<file path="src/rtl/stage_decode.sv">
// stage_decode: RV32I decode stage between fetch and execute with a registered valid/ready output.
// Define DECODE_SKID_BUFFER_EN to add one skid entry and make fetch_ready_o a flop output.
module stage_decode #(
    parameter logic [31:0] RESET_VECTOR = 32'h0000_0000
) (
    input  logic        clk_i,
    input  logic        rst_i,
    input  logic [31:0] fetch_pc_i,
    input  logic [31:0] fetch_ir_i,
    input  logic [31:0] fetch_pc_next_i,
    input  logic        fetch_valid_i,
    output logic        fetch_ready_o,
    input  logic        flush_i,
    output logic [31:0] decode_pc_o,
    output logic [31:0] decode_pc_next_o,
    output logic [31:0] decode_ir_o,
    output logic [4:0]  decode_rs1_o,
    output logic [4:0]  decode_rs2_o,
    output logic [4:0]  decode_rd_o,
    output logic [31:0] decode_imm_o,
    output logic [2:0]  decode_fmt_o,
    output logic        decode_illegal_o,
    output logic        decode_valid_o,
    input  logic        decode_ready_i,
    output logic [31:0] decode_count_o
);

    typedef enum logic [2:0] {
        FMT_R   = 3'd0,
        FMT_I   = 3'd1,
        FMT_S   = 3'd2,
        FMT_B   = 3'd3,
        FMT_U   = 3'd4,
        FMT_J   = 3'd5,
        FMT_ILL = 3'd7
    } fmt_e;

    typedef enum logic [6:0] {
        OP_LUI    = 7'b0110111,
        OP_AUIPC  = 7'b0010111,
        OP_JAL    = 7'b1101111,
        OP_JALR   = 7'b1100111,
        OP_LOAD   = 7'b0000011,
        OP_OPIMM  = 7'b0010011,
        OP_FENCE  = 7'b0001111,
        OP_SYSTEM = 7'b1110011,
        OP_STORE  = 7'b0100011,
        OP_BRANCH = 7'b1100011,
        OP_OP     = 7'b0110011
    } opcode_e;

    logic        r_valid;
    logic [31:0] r_pc;
    logic [31:0] r_pc_next;
    logic [31:0] r_ir;
    logic [4:0]  r_rs1;
    logic [4:0]  r_rs2;
    logic [4:0]  r_rd;
    logic [31:0] r_imm;
    fmt_e        r_fmt;
    logic        r_illegal;
    logic [31:0] r_count;

    logic [31:0] w_src_pc;
    logic [31:0] w_src_pc_next;
    logic [31:0] w_src_ir;
    logic        w_have_src;
    logic        w_fetch_fire;
    logic        w_out_fire;
    logic        w_out_load;

    fmt_e        w_fmt;
    logic        w_illegal;
    logic [4:0]  w_rs1;
    logic [4:0]  w_rs2;
    logic [4:0]  w_rd;
    logic [31:0] w_imm;

    assign w_fetch_fire = fetch_valid_i && fetch_ready_o;
    assign w_out_fire   = r_valid && decode_ready_i;
    assign w_out_load   = !r_valid || decode_ready_i;

`ifdef DECODE_SKID_BUFFER_EN
    logic        r_skid_valid;
    logic [31:0] r_skid_pc;
    logic [31:0] r_skid_pc_next;
    logic [31:0] r_skid_ir;
    logic        r_fetch_ready;
    logic        w_skid_valid_next;

    // The skid entry is always older than anything on the fetch port, so it feeds the output first.
    assign w_src_pc      = r_skid_valid ? r_skid_pc      : fetch_pc_i;
    assign w_src_pc_next = r_skid_valid ? r_skid_pc_next : fetch_pc_next_i;
    assign w_src_ir      = r_skid_valid ? r_skid_ir      : fetch_ir_i;
    assign w_have_src    = r_skid_valid || w_fetch_fire;
    assign fetch_ready_o = r_fetch_ready;

    always_comb begin
        w_skid_valid_next = r_skid_valid;
        if (flush_i) begin
            w_skid_valid_next = 1'b0;
        end else if (w_out_load) begin
            w_skid_valid_next = 1'b0;
        end else if (w_fetch_fire) begin
            w_skid_valid_next = 1'b1;
        end
    end

    always_ff @(posedge clk_i or posedge rst_i) begin
        if (rst_i) begin
            r_skid_valid   <= 1'b0;
            r_skid_pc      <= '0;
            r_skid_pc_next <= '0;
            r_skid_ir      <= '0;
            r_fetch_ready  <= 1'b0;
        end else begin
            r_skid_valid  <= w_skid_valid_next;
            r_fetch_ready <= !w_skid_valid_next;
            if (!flush_i && !w_out_load && w_fetch_fire) begin
                r_skid_pc      <= fetch_pc_i;
                r_skid_pc_next <= fetch_pc_next_i;
                r_skid_ir      <= fetch_ir_i;
            end
        end
    end
`else
    assign w_src_pc      = fetch_pc_i;
    assign w_src_pc_next = fetch_pc_next_i;
    assign w_src_ir      = fetch_ir_i;
    assign w_have_src    = w_fetch_fire;
    assign fetch_ready_o = !rst_i && (!r_valid || decode_ready_i);
`endif

    always_comb begin
        w_fmt     = FMT_ILL;
        w_illegal = 1'b0;
        w_rs1     = '0;
        w_rs2     = '0;
        w_rd      = '0;
        w_imm     = '0;
        case (w_src_ir[6:0])
            OP_LUI, OP_AUIPC: begin
                w_fmt = FMT_U;
                w_rd  = w_src_ir[11:7];
                w_imm = {w_src_ir[31:12], 12'h000};
            end
            OP_JAL: begin
                w_fmt = FMT_J;
                w_rd  = w_src_ir[11:7];
                w_imm = {{11{w_src_ir[31]}}, w_src_ir[31], w_src_ir[19:12],
                         w_src_ir[20], w_src_ir[30:21], 1'b0};
            end
            OP_JALR, OP_LOAD, OP_OPIMM, OP_FENCE, OP_SYSTEM: begin
                w_fmt = FMT_I;
                w_rd  = w_src_ir[11:7];
                w_rs1 = w_src_ir[19:15];
                w_imm = {{20{w_src_ir[31]}}, w_src_ir[31:20]};
            end
            OP_STORE: begin
                w_fmt = FMT_S;
                w_rs1 = w_src_ir[19:15];
                w_rs2 = w_src_ir[24:20];
                w_imm = {{20{w_src_ir[31]}}, w_src_ir[31:25], w_src_ir[11:7]};
            end
            OP_BRANCH: begin
                w_fmt = FMT_B;
                w_rs1 = w_src_ir[19:15];
                w_rs2 = w_src_ir[24:20];
                w_imm = {{19{w_src_ir[31]}}, w_src_ir[31], w_src_ir[7],
                         w_src_ir[30:25], w_src_ir[11:8], 1'b0};
            end
            OP_OP: begin
                w_fmt = FMT_R;
                w_rd  = w_src_ir[11:7];
                w_rs1 = w_src_ir[19:15];
                w_rs2 = w_src_ir[24:20];
            end
            default: begin
                w_fmt     = FMT_ILL;
                w_illegal = 1'b1;
            end
        endcase
    end

    // Flush wins over both transfers: nothing loads and the hand-off to execute is not counted.
    always_ff @(posedge clk_i or posedge rst_i) begin
        if (rst_i) begin
            r_valid   <= 1'b0;
            r_pc      <= RESET_VECTOR;
            r_pc_next <= RESET_VECTOR;
            r_ir      <= '0;
            r_rs1     <= '0;
            r_rs2     <= '0;
            r_rd      <= '0;
            r_imm     <= '0;
            r_fmt     <= FMT_R;
            r_illegal <= 1'b0;
            r_count   <= '0;
        end else if (flush_i) begin
            r_valid <= 1'b0;
        end else begin
            if (w_out_fire) begin
                r_count <= r_count + 32'd1;
            end
            if (w_out_load) begin
                r_valid <= w_have_src;
                if (w_have_src) begin
                    r_pc      <= w_src_pc;
                    r_pc_next <= w_src_pc_next;
                    r_ir      <= w_src_ir;
                    r_rs1     <= w_rs1;
                    r_rs2     <= w_rs2;
                    r_rd      <= w_rd;
                    r_imm     <= w_imm;
                    r_fmt     <= w_fmt;
                    r_illegal <= w_illegal;
                end
            end
        end
    end

    assign decode_valid_o   = r_valid;
    assign decode_pc_o      = r_pc;
    assign decode_pc_next_o = r_pc_next;
    assign decode_ir_o      = r_ir;
    assign decode_rs1_o     = r_rs1;
    assign decode_rs2_o     = r_rs2;
    assign decode_rd_o      = r_rd;
    assign decode_imm_o     = r_imm;
    assign decode_fmt_o     = r_fmt;
    assign decode_illegal_o = r_illegal;
    assign decode_count_o   = r_count;

endmodule

</file>
<file path="config.mk">
export PLATFORM = sky130hd
export DESIGN_NAME = stage_decode
export DESIGN_NICKNAME = d
export VERILOG_FILES = /design/src/rtl/stage_decode.sv
export SDC_FILE = /design/constraint.sdc
export NUM_CORES = 1
export LEC_CHECK = 0
export ABC_AREA = 1
export BUFFER_PORTS_ARGS = -buffer_cell sky130_fd_sc_hd__buf_2
export CAP_MARGIN = 40
export CORE_UTILIZATION = 50
export CTS_CLUSTER_DIAMETER = 40
export DETAILED_ROUTE_END_ITERATION = 16
export PLACE_DENSITY = 0.91
export SKIP_LAST_GASP = 1
export SYNTH_ARGS = -nofsm -noshare
export SYNTH_HDL_FRONTEND = slang
export SYNTH_SLANG_ARGS = --single-unit
</file>
<file path="constraint.sdc">
create_clock -name clk_i -period 16.3 [get_ports clk_i]
set_clock_uncertainty 0.15 [all_clocks]
set_input_delay 4.89 -clock clk_i [delete_from_list [all_inputs] [get_ports clk_i]]
set_output_delay 4.89 -clock clk_i [all_outputs]
set_load 0.005 [all_outputs]
</file>
Word level (Yosys, flattened, before mapping)
Cells that the tools add are included.
Widths: inputs -> output; s select.
{"block": "classes", "n_addsub": 1, "n_eq_ne": 11, "n_mux": 8, "bitwise_logic": 1, "reduce_logical": 15}
{"op": "$pmux 32 s5", "n": 1}
{"op": "$add 32x1->32 const B", "n": 1}
{"op": "$eq 7x7->1 const B", "n": 4}
{"op": "$eq 7x6->1 const B", "n": 3}
{"op": "$pmux 3 s6", "n": 1}
{"op": "$mux 5", "n": 3}
{"op": "$eq 7x5->1 const B", "n": 2}
{"op": "$reduce_or 11->1", "n": 1}
{"op": "$reduce_or 9->1", "n": 1}
{"op": "$reduce_or 8->1", "n": 1}
{"op": "$eq 7x2->1 const B", "n": 1}
{"op": "$eq 7x4->1 const B", "n": 1}
{"op": "$reduce_or 5->1", "n": 1}
{"op": "$logic_and 1x1->1", "n": 3}
{"op": "$mux 1", "n": 3}
{"op": "$reduce_and 3->1", "n": 1}
{"op": "$reduce_or 3->1", "n": 1}
{"op": "$logic_not 1->1", "n": 2}
{"op": "$reduce_and 2->1", "n": 1}
{"op": "$reduce_bool 2->1", "n": 1}
{"op": "$reduce_or 2->1", "n": 1}
{"op": "$logic_or 1x1->1", "n": 1}
{"op": "$not 1->1", "n": 1}
{"block": "totals", "reg_bits": 180, "inputBits": 101, "out_inout_bits": 181, "word_cells": 47}

Depth between registers and ports, before layout
{"block": "depth", "depth_word": 6, "ltp_mapped": 11, "ltp_nobuf": 11}

Worst setup path before layout
OpenSTA, ideal clock, no wires.
{"block": "synth_path", "kind": "input to output", "start": "input rst_i", "end": "output fetch_ready_o", "t_arrival_ps": 8928, "required_time_ps": 11260, "setup_slack_ps": 2332, "stages": 3, "n_path_buf": 0, "cell_sequence": "inv_1 -> nand2_1 -> inv_1"}
{"block": "synth_via", "elab_chain_len": 2}
{"item": "start, declared", "line_no": "7", "text": "input logic rst_i,"}
{"item": "$logic_not 1->1 (no line)"}
{"item": "$logic_and 1x1->1", "line_no": "131", "text": "assign fetch_ready_o = !rst_i && (!r_valid || decode_ready_i);"}
{"item": "end, declared", "line_no": "12", "text": "output logic fetch_ready_o,"}
Every way passes these cells.

Worst setup path in the final report
Same ends and word-level chain as after synthesis.

==> metrics <==
status finished clean; DR vias/cell 5.11; worst setup margin 5540 ps; CTS sink cnt 180; CP Class in -> out; Die X 127 µm; Final Hold Vio Count 0; CTS tree yes; Final Setup Violations 0; root buffer cell clkbuf_16; Iter 0 DRT Violations 493; drt first pass iters 6; pwr/cell area 111 nW/µm²; hold_ws 323 ps; placement-stage worst setup slack 5510 ps; layout cells sized above 1 0.298; CP endpoint kind output port; critical path's slowest cell inv_6; Syn Nets 1005; global-route wire length before repair 33300 µm; post-CTS sizing 0; Mapped Cells 903; sequential area share after synthesis 0.580; Slew HR 0.399; DP HPWL 14800 µm; RSZ-0062 raised after global routing false; worst stage delay on the critical path 330 ps; synthesized area per cell 8.60 µm²; Final GP Congestion 0.866; Max Slew Vio Count 0; most common cell after layout, fill and taps aside nand2_1; DIE AREA 16000 µm²; crit-path most repeated cell buf_2; Netlist cell types 30; Max-cap violations 0; row count 45; Post-CTS Hold Buffers 0; vias in the first global route 6624; Yosys warnings 0; antenna violations before repair 1; Achievable Freq 93.0 MHz; min Tclk post-route 10760 ps; clk slew on worst S/H paths 60 ps; Period Utilization, post-route 0.660; Global Route Usage Sum 0.265; largest net degree at the start of global routing 85; H-Tree Depth 4; wire length per cell 15.0 µm; Netlist Area Pre-Place 7770 µm²; critical path data arrival time 5720 ps; Overflow after GRT 0; LEAKAGE 5.78 nW; Critical Path RT 11260 ps; # IOs 282; Setup TNS 0 ps; Core ar. 15200 µm²; most frequent cells in the layout nand2_1, buf_2, dfrtp_1; clock tree buffer depth 2; Num CTS Buffers 17; Yosys reg bits 180; DRT Wirelength 20700 µm; via count 7035; # DRC 0; Worst VDD drop 0.0000691 V; CP max FO 55; DRT antenna net count 0; CP startpoint kind primary input; crit-path cells buf_2 > inv_6 > nand2_1 > inv_1 > buf_2; initial core utilization 0.511; Die Y 127 µm; I/O Buffers 281; Post-CTS Setup Repair Bufs 0; clk_lat worst skew 420 ps; nets 1276; Tightest Hold Check Type reg -> reg; Worst-Margin Slew 898 ps; area added between synthesis and finish 27.2%; Total Power 0.00110 W
-- state kept, by name, summed over array words and instances (netlist names) --
| register | flops |
|---|---|
| decode_count_o | 32 |
| decode_pc_o | 32 |
| decode_rs2_o | 5 |
| decode_rs1_o | 5 |
| decode_pc_next_o | 32 |
| decode_ir_o | 32 |
| decode_rd_o | 5 |
| decode_valid_o | 1 |
| decode_illegal_o | 1 |
| decode_imm_o | 32 |
| decode_fmt_o | 3 |
-- routing by layer --
| metal | global-route usage | vias to the layer above | share of wire | wire length (µm) |
|---|---|---|---|---|
| li1 | - | 3354 | - | - |
| met1 | 0.336 | 3329 | 0.41 | 8480 |
| met2 | 0.445 | 308 | 0.49 | 10200 |
| met3 | 0.0666 | 44 | 0.071 | 1470 |
| met4 | 0.0924 | 0 | 0.025 | 511 |
| met5 | 0 | - | 0 | 0 |
-- path summary, 6_finish.rpt --
kind	startpoint	to	slack (ps)	cells past startpoint
max in group asynchronous	rst_i	decode_imm_o[7]	9880	5
min reg2reg	decode_pc_o[17]	decode_pc_o[17]	320	2
max	rst_i	fetch_ready_o	5540	5
min	decode_pc_o[17]	decode_pc_o[17]	320	2
max reg2reg	decode_valid_o	decode_imm_o[5]	13130	8
min in group asynchronous	rst_i	decode_pc_o[22]	4350	2
-- logic make-up after synthesis --
kind of cell	count (synthesis)	synth area share
simple gates	593	0.324
flops	180	0.580
buf+inv	74	0.0465
compound gates	29	0.0190
xor+xnor	26	0.0293
fa+ha+maj	1	0.00161
-- Yosys cell counts --
| library cell | n | area [µm²] |
|---|---|---|
| a21oi_1 | 1 | 5.00 |
| and2_1 | 2 | 12.5 |
| buf_2 | 19 | 95.1 |
| buf_4 | 12 | 90.1 |
| buf_6 | 2 | 22.5 |
| clkbuf_1 | 2 | 7.51 |
| dfrtp_1 | 180 | 4500 |
| ha_1 | 1 | 12.5 |
| inv_1 | 33 | 124 |
| inv_2 | 6 | 22.5 |
| nand2_1 | 462 | 1730 |
| nand2_2 | 5 | 31.3 |
| nand2_4 | 4 | 45.0 |
| nand3_1 | 47 | 235 |
| nand3_2 | 3 | 30.0 |
| nand3_4 | 1 | 17.5 |
| nand3b_1 | 4 | 30.0 |
| nand4_1 | 15 | 93.8 |
| nor2_1 | 27 | 101 |
| nor2_2 | 6 | 37.5 |
| nor2_4 | 4 | 45.0 |
| nor2_8 | 1 | 20.0 |
| nor3_1 | 9 | 45.0 |
| nor3_2 | 2 | 20.0 |
| nor3_4 | 1 | 16.3 |
| o211ai_1 | 1 | 7.51 |
| o21ai_0 | 26 | 130 |
| o21ai_1 | 1 | 5.00 |
| xnor2_1 | 11 | 96.3 |
| xor2_1 | 15 | 131 |
-- metrics by stage --
step / instance area (µm²) / utilization / std cells
global route: 9880 / 0.650 / 1376
global placement: 9240 / 0.608 / 1341
floorplan: 7770 / - / 903
finish: 9880 / 0.650 / 1376
CTS: 9880 / 0.650 / 1375
detailed placement: 9270 / 0.610 / 1343
-- power by group --
part	internal, W	switching [W]
registers	0.000497	0.0000296
logic	0.0000683	0.0000854
clock network	0.000241	0.000176
-- critical path, delay by kind of cell --
family | cells | cell delay [ps]
buf+inv | 4 | 690
simple gates | 1 | 100
-- final cells by class --
| type | count | area, µm² |
|---|---|---|
| sequential | 180 | 4500 |
| inverter | 39 | 154 |
| clock buffer | 20 | 467 |
| clock inverter | 12 | 141 |
| fill | 1265 | 5320 |
| antenna | 1 | 2.50 |
| multi-input combinational | 649 | 2910 |
| tap | 188 | 235 |
| timing repair buffer | 287 | 1460 |
Note: power is estimated with default switching activity, not from simulation.
